File: config.mk
export PLATFORM = sky130hd
export DESIGN_NAME = config_loader
export DESIGN_NICKNAME = d
export VERILOG_FILES = /design/src/rtl/config_pkg.sv /design/src/rtl/config_checksum.sv /design/src/rtl/config_loader.sv
export SDC_FILE = /design/constraint.sdc
export NUM_CORES = 1
export LEC_CHECK = 0
export CORE_MARGIN = 2
export CORE_UTILIZATION = 53
export DETAILED_ROUTE_END_ITERATION = 12
export MAX_ROUTING_LAYER = met4
export PLACE_DENSITY = 0.94
export SLEW_MARGIN = 20
export SYNTH_ARGS = -nofsm -noshare
export SYNTH_HDL_FRONTEND = slang
export SYNTH_SLANG_ARGS = --single-unit
File: constraint.sdc
create_clock -name clk -period 4.8 [get_ports clk]
set_clock_uncertainty 0.05 [all_clocks]
set_input_delay 1.2 -clock clk [delete_from_list [all_inputs] [get_ports clk]]
set_output_delay 1.2 -clock clk [all_outputs]
set_load 0.02 [all_outputs]
File: src/rtl/config_pkg.sv
// Shared constants for the configuration loader: header layout, magic value
// and the frame FSM state encoding.
package config_pkg;

  localparam logic [7:0] MAGIC = 8'hC5;

  localparam int HDR_MAGIC_LSB = 24;
  localparam int HDR_MAGIC_W   = 8;
  localparam int HDR_ADDR_LSB  = 16;
  localparam int HDR_ADDR_W    = 8;
  localparam int HDR_CNT_LSB   = 0;
  localparam int HDR_CNT_W     = 16;

  typedef enum logic [1:0] {
    IDLE  = 2'd0,
    DATA  = 2'd1,
    CHECK = 2'd2,
    RESP  = 2'd3
  } state_t;

endpackage

File: src/rtl/config_checksum.sv
// XOR accumulator over one frame. The header word seeds the accumulator, so
// "clear on header" and "include header" happen in the same cycle.
module config_checksum (
  input  logic        clk,
  input  logic        rst,
  input  logic        clear,
  input  logic        en,
  input  logic [31:0] data,
  output logic [31:0] acc
);

  always_ff @(posedge clk or negedge rst) begin
    if (!rst)       acc <= '0;
    else if (clear) acc <= data;
    else if (en)    acc <= acc ^ data;
  end

endmodule

File: src/rtl/config_loader.sv
// Streams header/data frames into per-tile config write strobes.
// Define CONFIG_LOADER_CHECKSUM_EN to require a trailing XOR checksum word.
module config_loader
  import config_pkg::*;
#(
  parameter int NUM_TILES = 16,
  parameter int ADDR_W    = 8
) (
  input  logic                 clk,
  input  logic                 rst,
  input  logic                 in_valid,
  output logic                 in_ready,
  input  logic [31:0]          in_data,
  output logic [NUM_TILES-1:0] config_en,
  output logic [31:0]          config_data,
  output logic                 busy,
  output logic                 done,
  output logic                 err
);

`ifdef CONFIG_LOADER_CHECKSUM_EN
  localparam state_t POST = CHECK;
`else
  localparam state_t POST = RESP;
`endif

  state_t                 state, state_nxt;
  logic [ADDR_W-1:0]      addr;
  logic [HDR_CNT_W-1:0]   cnt;
  logic                   bad_addr;
  logic                   fail;
  logic                   fire;
  logic                   csum_ok;
  logic [NUM_TILES-1:0]   sel;

  logic [HDR_MAGIC_W-1:0] hdr_magic;
  logic [HDR_ADDR_W-1:0]  hdr_addr;
  logic [HDR_CNT_W-1:0]   hdr_cnt;

  assign hdr_magic = in_data[HDR_MAGIC_LSB +: HDR_MAGIC_W];
  assign hdr_addr  = in_data[HDR_ADDR_LSB  +: HDR_ADDR_W];
  assign hdr_cnt   = in_data[HDR_CNT_LSB   +: HDR_CNT_W];

  assign fire     = in_valid && in_ready;
  assign in_ready = (state != RESP);
  assign busy     = (state != IDLE);
  assign done     = (state == RESP) && !fail;
  assign err      = (state == RESP) &&  fail;

`ifdef CONFIG_LOADER_CHECKSUM_EN
  logic [31:0] csum;

  config_checksum u_csum (
    .clk   (clk),
    .rst   (rst),
    .clear (fire && (state == IDLE)),
    .en    (fire && (state == DATA)),
    .data  (in_data),
    .acc   (csum)
  );

  assign csum_ok = (in_data == csum);
`else
  assign csum_ok = 1'b1;
`endif

  for (genvar i = 0; i < NUM_TILES; i++) begin : g_sel
    assign sel[i] = (addr == ADDR_W'(i));
  end

  always_comb begin
    state_nxt = state;
    case (state)
      IDLE: if (fire) begin
        if (hdr_magic != MAGIC)      state_nxt = RESP;
        else if (hdr_cnt == '0)      state_nxt = POST;
        else                         state_nxt = DATA;
      end
      DATA:  if (fire && (cnt == HDR_CNT_W'(1))) state_nxt = POST;
      CHECK: if (fire) state_nxt = RESP;
      RESP:  state_nxt = IDLE;
      default: state_nxt = IDLE;
    endcase
  end

  always_ff @(posedge clk or negedge rst) begin
    if (!rst) state <= IDLE;
    else      state <= state_nxt;
  end

  // Out-of-range tiles still consume their words but never strobe or
  // disturb config_data, which must hold whenever config_en is idle.
  always_ff @(posedge clk or negedge rst) begin
    if (!rst) begin
      addr        <= '0;
      cnt         <= '0;
      bad_addr    <= 1'b0;
      fail        <= 1'b0;
      config_en   <= '0;
      config_data <= '0;
    end else begin
      config_en <= '0;
      case (state)
        IDLE: if (fire) begin
          fail <= (hdr_magic != MAGIC);
          if (hdr_magic == MAGIC) begin
            addr     <= ADDR_W'(hdr_addr);
            cnt      <= hdr_cnt;
            bad_addr <= (32'(hdr_addr) >= 32'(NUM_TILES));
          end
        end
        DATA: if (fire) begin
          cnt <= cnt - HDR_CNT_W'(1);
          if (!bad_addr) begin
            config_en   <= sel;
            config_data <= in_data;
          end
          if (cnt == HDR_CNT_W'(1)) fail <= bad_addr;
        end
        CHECK: if (fire) fail <= fail | !csum_ok;
        default: ;
      endcase
    end
  end

endmodule

=== After elaboration in Yosys (flattened, before gate mapping) ===
Cells that the tools add are included.

* Input bits: 35
* Output and inout port bits: 52
* Bits in registers: 76
* Word-level logic and storage cells: 70

* Mux-type cells: 17
* Order comparisons: 1
* Equality and inequality tests: 28
* Add/subtract/negate cells: 1
* Bitwise logic cells: 1
* Reductions and logical operators: 15

{| class="wikitable"
|+ Operators with widths
! cell !! count
|-
| $mux W16 || 6
|-
| $eq A8 B4 Y1 const B || 8
|-
| $eq A8 B3 Y1 const B || 4
|-
| $pmux W16 S2 || 1
|-
| $eq A16 B1 Y1 const B || 1
|-
| $eq A8 B2 Y1 const B || 2
|-
| $logic_not A16 Y1 || 1
|-
| $sub A16 B1 Y16 const B || 1
|-
| $ne A2 B2 Y1 const B || 7
|-
| $mux W2 || 5
|-
| $reduce_and A3 Y1 || 3
|-
| $eq A8 B1 Y1 const B || 1
|-
| $eq A8 B8 Y1 const B || 1
|-
| $ge A8 B5 Y1 const B || 1
|-
| $logic_not A8 Y1 || 1
|-
| $ne A8 B8 Y1 const B || 1
|-
| $pmux W2 S4 || 1
|-
| $reduce_and A4 Y1 || 2
|-
| $eq A2 B2 Y1 const B || 2
|-
| $logic_and A1 B1 Y1 || 4
|-
| $reduce_bool A2 Y1 || 2
|-
| $mux W1 || 3
|-
| $eq A2 B1 Y1 const B || 1
|-
| $logic_not A2 Y1 || 1
|-
| 3 further kinds || 3
|}

=== Logic depth before layout (Yosys ltp) ===
* Word-level depth: 5
* Gate-level depth with buffers: 8
* Mapped depth without buffers: 7

=== Worst setup path after synthesis ===
Ideal clock, no wire load.

* Path kind: input-to-reg
* Start: in in_data[27]
* End: reg cnt[11]
* Cell stages on the path: 5
* Library setup time: 0.069 ns
* Required time: 4.681 ns
* Slack: 2.056 ns
* Arrival: 2.625 ns
* Buffers on the path: 0
* Cells stage by stage: and4bb_2 -> nand4_1 -> and2_1 -> or4b_2 -> nand3_1

* Word-level cells in the longest chain between the ends: 3

{| class="wikitable"
|+ RTL lines
! what !! line !! RTL
|-
| start: declaration || config_loader.sv:13 || <nowiki>input logic [31:0] in_data,</nowiki>
|-
| $eq A8 B8 Y1 || config_loader.sv:106 || <nowiki>if (hdr_magic == MAGIC) begin</nowiki>
|-
| $ne A2 B2 Y1 (no line) || - ||
|-
| $reduce_and A4 Y1 (no line) || - ||
|-
| end signal: assignment || config_loader.sv:108 || <nowiki>cnt <= hdr_cnt;</nowiki>
|-
| end signal: assignment || config_loader.sv:113 || <nowiki>cnt <= cnt - HDR_CNT_W'(1);</nowiki>
|-
| end: declaration || config_loader.sv:29 || <nowiki>logic [HDR_CNT_W-1:0] cnt;</nowiki>
|}

No other way between the ends.
A chain may end at the register's enable or synchronous reset.

=== Worst setup path after layout ===
* Start: in in_valid
* End: reg cnt[11]

* Word-level cells in the longest chain between the ends: 3
* Elaborated cells between the ends (all ways): 4
* Classes of those cells: eq/ne: 2; reduce/logical: 2

{| class="wikitable"
|+ RTL lines
! what !! line !! RTL
|-
| start: declaration || config_loader.sv:11 || <nowiki>input logic in_valid,</nowiki>
|-
| $logic_and A1 B1 Y1 (*) || config_loader.sv:44 || <nowiki>assign fire = in_valid && in_ready;</nowiki>
|-
| $ne A2 B2 Y1 (no line) || - ||
|-
| $reduce_and A4 Y1 (no line) (*) || - ||
|}

Mark *: on every way between the ends. The rest lies on a longest branch, timed or not.

==> results.toml <==
[global_route]
grt_max_degree = 77
grt_overflow_total = 0
antenna_found_initial = 0
grt_usage = 0.262
grt_first_pass_wirelength_um = 14300
grt_pass1_vias = 2823

[cts]
cts_num_sinks = 76
clk_pin_slew_ns = 0.08
cts_buffers = 9
post_cts_buffers = 0
cts.root.buffer_cell = "clkbuf_8"
hold_buffers = 0
cts_resized = 0
clockBufferDepth = 2
clk_latency_ns = 0.35
cts_tree = "built"
h-tree-depth = 3

[critical_path]
cp_max_fo = 16
critPathKind = "input pin to register"
path_delay_family = "simple AND/OR/NAND/NOR gates"
slowest_stage = "or4b_2"
cpPeakStageDelay_ns = 0.68
crit_arrival_ns = 3.47
critPathLaunchType = "input pin"
crit_path_end_kind = "register"
cp.required_ns = 5.04
cp_cell_sequence = "clkdlybuf4s50_1 > nor2b_1 > nand4_1 > buf_4 > and2_1 > or4b_2 > nand3_1"
cp_num_buf_inv = 2

[detailed_routing]
drc = 0
vias = 2756
wl_met1_um = 3470
via_per_inst = 5.90
dr_wl_met2_um = 4360
ant_nets = 0
drt_iter0_drc = 234
drt-pass1-iter-count = 4
route.top_layer_used = "met4"
wl_met3_um = 483
wl_per_cell_um = 18.1
routed_wl_um = 8440

[cells_and_area]
multi_input_area_um2 = 1450
fin_nets = 428
synthToLayoutAreaGrowth_pct = 33.8
diodes = 0
final_layout_size_suffix_gt1_frac = 0.185
fillers = 444
regArea_um2 = 1900
fin_cells = 467

[place]
place.gp.congestion = 0.840
dp.cells = 451
hpwl_um = 5940
io_buffers = 86

[logic_synthesis]
synth_top_area_cell = "dfrtp_1"
synth_most_common_cell = "dfrtp_1"
synthTopCellsByCount = "dfrtp_1 (76), mux2_2 (41), nor2_1 (23)"
yosys_most_used_dff = "dfrtp_1"
ys_seq_area_frac = 0.554
ys_seq_elements = 76
yosys_warnings = 0
avgSynthCellArea_um2 = 11.6
async_reset_ff_frac = 1.00
yosys.area.top_type_share = 0.554
syn-num-nets = 339
syn_area_um2 = 3440
synth_edf_count = 0
syn_inst = 296
synth_cell_types = 44
synthTopCellsByArea = "dfrtp_1 (55%), mux2_2 (13%), ha_1 (2.9%), nor2_1 (2.5%), a21oi_1 (2.2%)"

[timing]
rsz0062_at_grt = "false"
setup-violations-final = 0
tns_ns = 0
worst_pin_slew_ns = 0.940
fin_crit_ns = 3.24
maxSlewHeadroom = 0.373
finalCritPeriodShare = 0.674
hold_viol = 0
fmax_mhz = 309
finalMaxSlewViolations = 0

[hold_path]
hold_path.class = "register to register"

[run_status]
outcome = "completed"

[floorplanning]
fp.dieArea_um2 = 7140
die_width_um = 84.5
design.core.area_um2 = 6310
fp-row-count = 29
top_level_ports = 87
start_util = 0.544
die_height_um = 84.5

[power_and_ir_drop]
p_leak_nw = 1.92
power_density_nw_per_um2 = 606
irDropWorstVdd_mv = 0.442

[run]
drv_cap = 0
==> kinds of logic (layout without fill, tap and decap cells) <==
group | Yosys count | in the layout | synth area share
and+or+nand+nor | 98 | 98 | 0.158
adders and majority gates | 8 | 8 | 0.0291
buffers and inverters | 21 | 115 | 0.0244
AOI/OAI and AO/OA | 49 | 49 | 0.0900
muxes | 44 | 44 | 0.145
DFF | 76 | 76 | 0.554
==> report_power, final <==
group	switching, mW	leakage (nW)	internal, mW
registers	0.177	0.943	0.858
logic	0.612	0.863	0.595
clock network	0.247	0.110	0.295
total	1.04	1.92	1.75
==> worst paths after layout <==
| check | cells after the start | from | slack (ns) | end |
|---|---|---|---|---|
| worst max-delay path | 7 | in_valid | 1.56 | cnt[11] |
| worst min-delay path | 1 | config_data[30] | 0.46 | config_data[30] |
| worst max register to register | 7 | state[0] | 2.21 | cnt[11] |
| worst min register to register | 1 | config_data[30] | 0.46 | config_data[30] |
| max in group asynchronous | 1 | rst | 3.16 | config_en[13] |
| min in group asynchronous | 1 | rst | 0.93 | state[1] |
==> final cells by class <==
class	count	share of cell area
Clock buffer	9	0.0270
Clock inverter	7	0.0215
Inverter	9	0.00735
Multi-Input combinational cell	199	0.316
Sequential cell	76	0.414
Tap cell	77	0.0210
Timing Repair Buffer	90	0.193
==> worst reg2reg max path, cell delays in order, from the launching register on <==
cell and delay, ns:
dfrtp_1 0.42, ha_1 0.25, nor2b_1 0.37, nand4_1 0.15, buf_4 0.23, and2_1 0.30, or4b_2 0.68, nand3_1 0.09
==> cells in the final DEF, fill, tap and decap left out, types with 2 or more instances in the layout <==
cell type,synthesis,layout
nand2_1,20,20
clkdlybuf4s50_1,0,85
mux2i_1,2,2
clkbuf_8,0,9
and4bb_2,2,2
clkinv_4,0,2
inv_1,9,9
a41oi_1,2,2
nor2_1,23,22
o22ai_1,4,4
nor2b_1,5,5
buf_4,0,5
dfrtp_1,76,76
o311ai_0,2,2
nand3_1,8,8
ha_1,8,8
or3_4,2,2
nor3_1,6,6
and2_1,2,2
or3_1,3,3
nand4_1,4,4
a2bb2oi_1,3,3
mux2_2,41,41
nand2b_1,2,2
nor4_1,8,8
nor3b_1,2,2
o21ai_0,14,14
a21oi_1,15,15
bufinv_16,0,2
nand3b_1,4,4
==> through the flow <==
stage / power, mW / setup slack, ns / hold slack [ns] / util / instance area [µm²]
floorplan: 1.73 / 2.06 / 0.421 / - / 3440
global placement: 2.19 / 1.30 / 0.438 / 0.693 / 4370
detailed placement: 2.24 / 1.23 / 0.445 / 0.693 / 4370
CTS: 2.79 / 1.59 / 0.464 / 0.728 / 4600
global route: 2.94 / 1.41 / 0.481 / 0.728 / 4600
finish: 2.78 / 1.56 / 0.464 / 0.728 / 4600
==> registers in the layout, summed over array words and instances, names as in the netlist <==
| register | flops |
|---|---|
| addr | 8 |
| bad_addr | 1 |
| cnt | 16 |
| config_data | 32 |
| config_en | 16 |
| fail | 1 |
| state | 2 |
==> metal layers <==
| metal | vias to the layer above | track usage |
|---|---|---|
| li1 | 1249 | - |
| met4 | 0 | 0.0664 |
| met2 | 119 | 0.424 |
| met1 | 1371 | 0.337 |
| met5 | - | - |
| met3 | 17 | 0.0619 |
Note: power is estimated with default switching activity, not from simulation.
==> variant 1: new RTL, config.mk and constraints unchanged <==
Add a define of `CONFIG_LOADER_CHECKSUM_EN`.
--- a/src/rtl/config_loader.sv
+++ b/src/rtl/config_loader.sv
@@ -1,5 +1,7 @@
 // Streams header/data frames into per-tile config write strobes.
 // Define CONFIG_LOADER_CHECKSUM_EN to require a trailing XOR checksum word.
+`define CONFIG_LOADER_CHECKSUM_EN
+
 module config_loader
   import config_pkg::*;
 #(
Function: changed (Yosys sat finds a counterexample within 4 cycles, from zero or initial values and one cycle with rst low).
==> variant 1 against the original RTL <==
- design area rose by 40%
- synthesized cell count grew 70%
- power up 35%
- setup slack worse by 0.087 ns
- sequential power rose by 47%
- sequential cell count is 32 higher
- maximum frequency fell by 2.6%
- routed wire length increased by 52%
- clock power grew 3.9%
- synthesized area increased by 54%
- largest cell class unchanged
==> variant 1: results (changes against the original RTL) <==
| Metric | Value |
|---|---|
| Final HPWL DP | 8.87 mm (+49%) |
| Met2 usage | 38.5% (-3.8 points) |
| Layout cell share with drive strength beyond 1 | 13.5% (-5.0 points) |
| Post-synth top cells | dfrtp_1 (108), a21oi_1 (63), nor2_1 (46) |
| CP max stage delay | 0.53 ns (-0.15 ns) |
| Synth Instances | 503 (+70%) |
| First-pass GRT wire length | 21.0 mm (+48%) |
| First-pass iteration count of the detailed router | 5 (+1) |
| Worst Reg-to-Reg Cells | 6 (-1) |
| Slowest CP cell | clkdlybuf4s50_1 |
| Status | completed |
| WHS Endpoint | config_data[15] |
| M3 GR Usage | 4.95% (-1.2 points) |
| Hold path start | config_data[15] |
| CP top delay family | buffers and inverters |
| Largest net degree at the start of global routing | 58 (-25%) |
| Top area cells in the synthesized netlist | dfrtp_1 (51%), mux2_2 (8.7%), a21oi_1 (6.0%), xnor2_1 (5.1%), o21ai_0 (3.5%) |
| Synthesized Nets | 545 (+61%) |
| Seq group | 1.53 mW (+47%) |
| Switch Pwr | 1.50 mW (+45%) |
| Vias | 4,342 (+58%) |
| Top flop regs | config_data: 32 flops, u_csum.acc: 32 flops |
| Post-Route WL | 12.8 mm (+52%) |
| GRT Total Usage | 24.9% (-1.3 points) |
| GP Congestion | 0.879 (+4.6%) |
| Register area share after synthesis | 51.1% (-4.2 points) |
| Flop2flop setup slack | 1.58 ns (-0.63 ns) |
| Dpl cells | 702 (+56%) |
| Library cells used by synthesis | 42 (-4.5%) |
| Met1 usage | 33.6% (-0.14 points) |
| Static Leakage | 2.57 nW (+34%) |
| Skew-Pair Late Insertion Delay | 0.38 ns (+0.03 ns) |
| R2r endpoint | config_en[14] |
| Reg clk slew, reported paths | 0.11 ns (+0.03 ns) |
| Initial DRC count | 377 (+61%) |
| WP data arrival | 3.54 ns (+0.07 ns) |
| Slew headroom | 36.3% (-1.0 points) |
| VDD IR-drop max | 0.000279 V (-37%) |
| Clk. pwr | 563 uW (+3.9%) |
-- variant 1: changes by cell type in the layout (fill, tap and decap cells not counted), moves of 9 or more --
cell      before  now
a21oi_1       15   63
a311oi_1       0   12
dfrtp_1       76  108
nand2_1       20   10
nand3_1        8   26
nand4_1        4   13
nor2_1        22   45
o21ai_0       14   37
xnor2_1        0   31
-- variant 1: per-stage QoR --
step | hold WS, ns | setup WS (ns) | power (mW) | cell area, um^2
2_1_floorplan | 0.429 | 2.21 | 2.59 | 5290
3_3_place_gp | 0.438 | 1.24 | 3.10 | 6250
3_5_place_dp | 0.445 | 1.13 | 3.21 | 6250
4_1_cts | 0.470 | 1.54 | 3.77 | 6450
5_1_grt | 0.489 | 1.30 | 4.00 | 6450
6_report | 0.470 | 1.48 | 3.77 | 6450
-- variant 1: routing by layer --
| layer | vias to the layer above | share of wire, % |
|---|---|---|
| met2 | 180 | 50 |
| met1 | 2140 | 41 |
| met3 | 18 | 7.1 |
| met5 | - | 0 |
| met4 | 0 | 1.5 |
| li1 | 2004 | - |
-- variant 1: final cells by class --
class	instances	area, um^2	area share (%)
clock inverters	7	80.1	1.24
repair buffers	91	896	13.9
clock buffers	9	124	1.92
flip-flops and latches	108	2700	41.9
inverters	7	26.3	0.407
well taps	133	166	2.58
multi-input cells	363	2460	38.1
-- variant 1: cell families after synthesis --
logic type | after synthesis | share of synthesized area (%)
multiplexers | 43 | 9.11
AO/OA/AOI/OAI | 136 | 15.6
buffers and inverters | 32 | 2.58
adder cells (fa/ha/maj) | 7 | 1.66
flip-flops | 108 | 51.1
AND/OR/NAND/NOR | 145 | 14.6
XOR/XNOR | 32 | 5.30
==> variant 2: new RTL, same flow settings <==
Without the edit above. Re-encode `state_t` (4 states) as Gray code, 2 bits wide.
--- a/src/rtl/config_pkg.sv
+++ b/src/rtl/config_pkg.sv
@@ -12,10 +12,10 @@
   localparam int HDR_CNT_W     = 16;
 
   typedef enum logic [1:0] {
-    IDLE  = 2'd0,
-    DATA  = 2'd1,
-    CHECK = 2'd2,
-    RESP  = 2'd3
+    IDLE  = 2'b00,
+    DATA  = 2'b01,
+    CHECK = 2'b11,
+    RESP  = 2'b10
   } state_t;
 
 endpackage
Check against the original RTL: no difference found for any inputs over 4 cycles, from zero or initial values and one cycle with rst low; so few cycles prove little.
==> variant 2 against the original RTL <==
- power down 3.4%
- routed wire length down 8.4%
- largest power group unchanged
- sequential cell count unchanged
- setup slack better by 0.14 ns
- first-iteration DRC count down 2.1%
- via count down 4.3%
- design area down 3.8%
- synthesized area down 3.9%
==> variant 2: results (changes against the original RTL) <==
| Metric | Value |
|---|---|
| Clkbuf count | 10 (+1) |
| Synth Area in Compound Gates | 11.2% (+2.2 points) |
| Sequential cell count | 76 (unchanged) |
| GRT Total Usage | 24.1% (-2.1 points) |
| Clk pwr share | 18.3% (-1.2 points) |
| Static Leakage | 1.86 nW (-2.8%) |
| Initial DRC count | 229 (-2.1%) |
| Status | completed |
| First-pass iteration count of the detailed router | 5 (+1) |
| Top area cells in the synthesized netlist | dfrtp_1 (58%), mux2_2 (14%), nor2_1 (3.8%), a21oi_1 (2.4%), nand2_1 (2.4%) |
| Seq/total area | 43.0% (+1.6 points) |
| Routed len/inst | 16.9 um (-6.6%) |
| Non-clock buffers | 88 (-2.2%) |
| Adder-Cell Fraction of Synth Area | 0.758% (-2.2 points) |
| Nonclk inv count | 7 (-2) |
| Fin nets | 415 (-3.0%) |
| Library cells used by synthesis | 36 (-18%) |
| Signal buffers share of area | 19.8% (+0.43 points) |
| Synthesized Nets | 330 (-2.7%) |
| Layout cell share with drive strength beyond 1 | 17.0% (-1.5 points) |
| Area after DPL | 4220 um^2 (-3.6%) |
| Drt via density | 5.76 (-2.4%) |
| GP Congestion | 0.933 (+11%) |
| Cell Pwr Density | 608 nW/um^2 (+0.40%) |
| Post-route design area | 4420 um^2 (-3.8%) |
| WP data arrival | 1.84 ns (-1.63 ns) |
| Post-synth top cells | dfrtp_1 (76), mux2_2 (40), nor2_1 (33) |
| Syn Area/Cell | 11.3 um^2 (-2.9%) |
| CP max stage delay | 0.61 ns (-0.07 ns) |
-- variant 2: cell types whose count changed after synthesis, moves of 3 or more --
cell,before,now
ha_1,8,2
a22oi_1,0,3
clkbuf_1,8,14
nand3_1,8,1
nor2b_1,5,1
nand2b_1,2,6
buf_2,4,0
or3_1,3,7
nor2_1,23,33
nand4_1,4,1
o22ai_1,4,8
-- variant 2: path summary, 6_finish.rpt --
kind / startpoint / slack [ns] / to / cells after the start
max reg2reg: state[0] / 2.07 / config_data[15] / 4
max in group asynchronous: rst / 3.20 / config_data[12] / 1
min reg2reg: addr[5] / 0.46 / addr[5] / 1
max: state[0] / 1.71 / err / 3
min: addr[5] / 0.46 / addr[5] / 1
min in group asynchronous: rst / 0.91 / config_data[25] / 1
-- variant 2: per-layer routing --
metal	GRT usage (%)	vias to the layer above	wire [um]
met5	-	-	0
met4	11.3	0	204
met3	4.08	20	439
met2	39.7	133	3920
met1	29.2	1270	3170
li1	-	1215	-
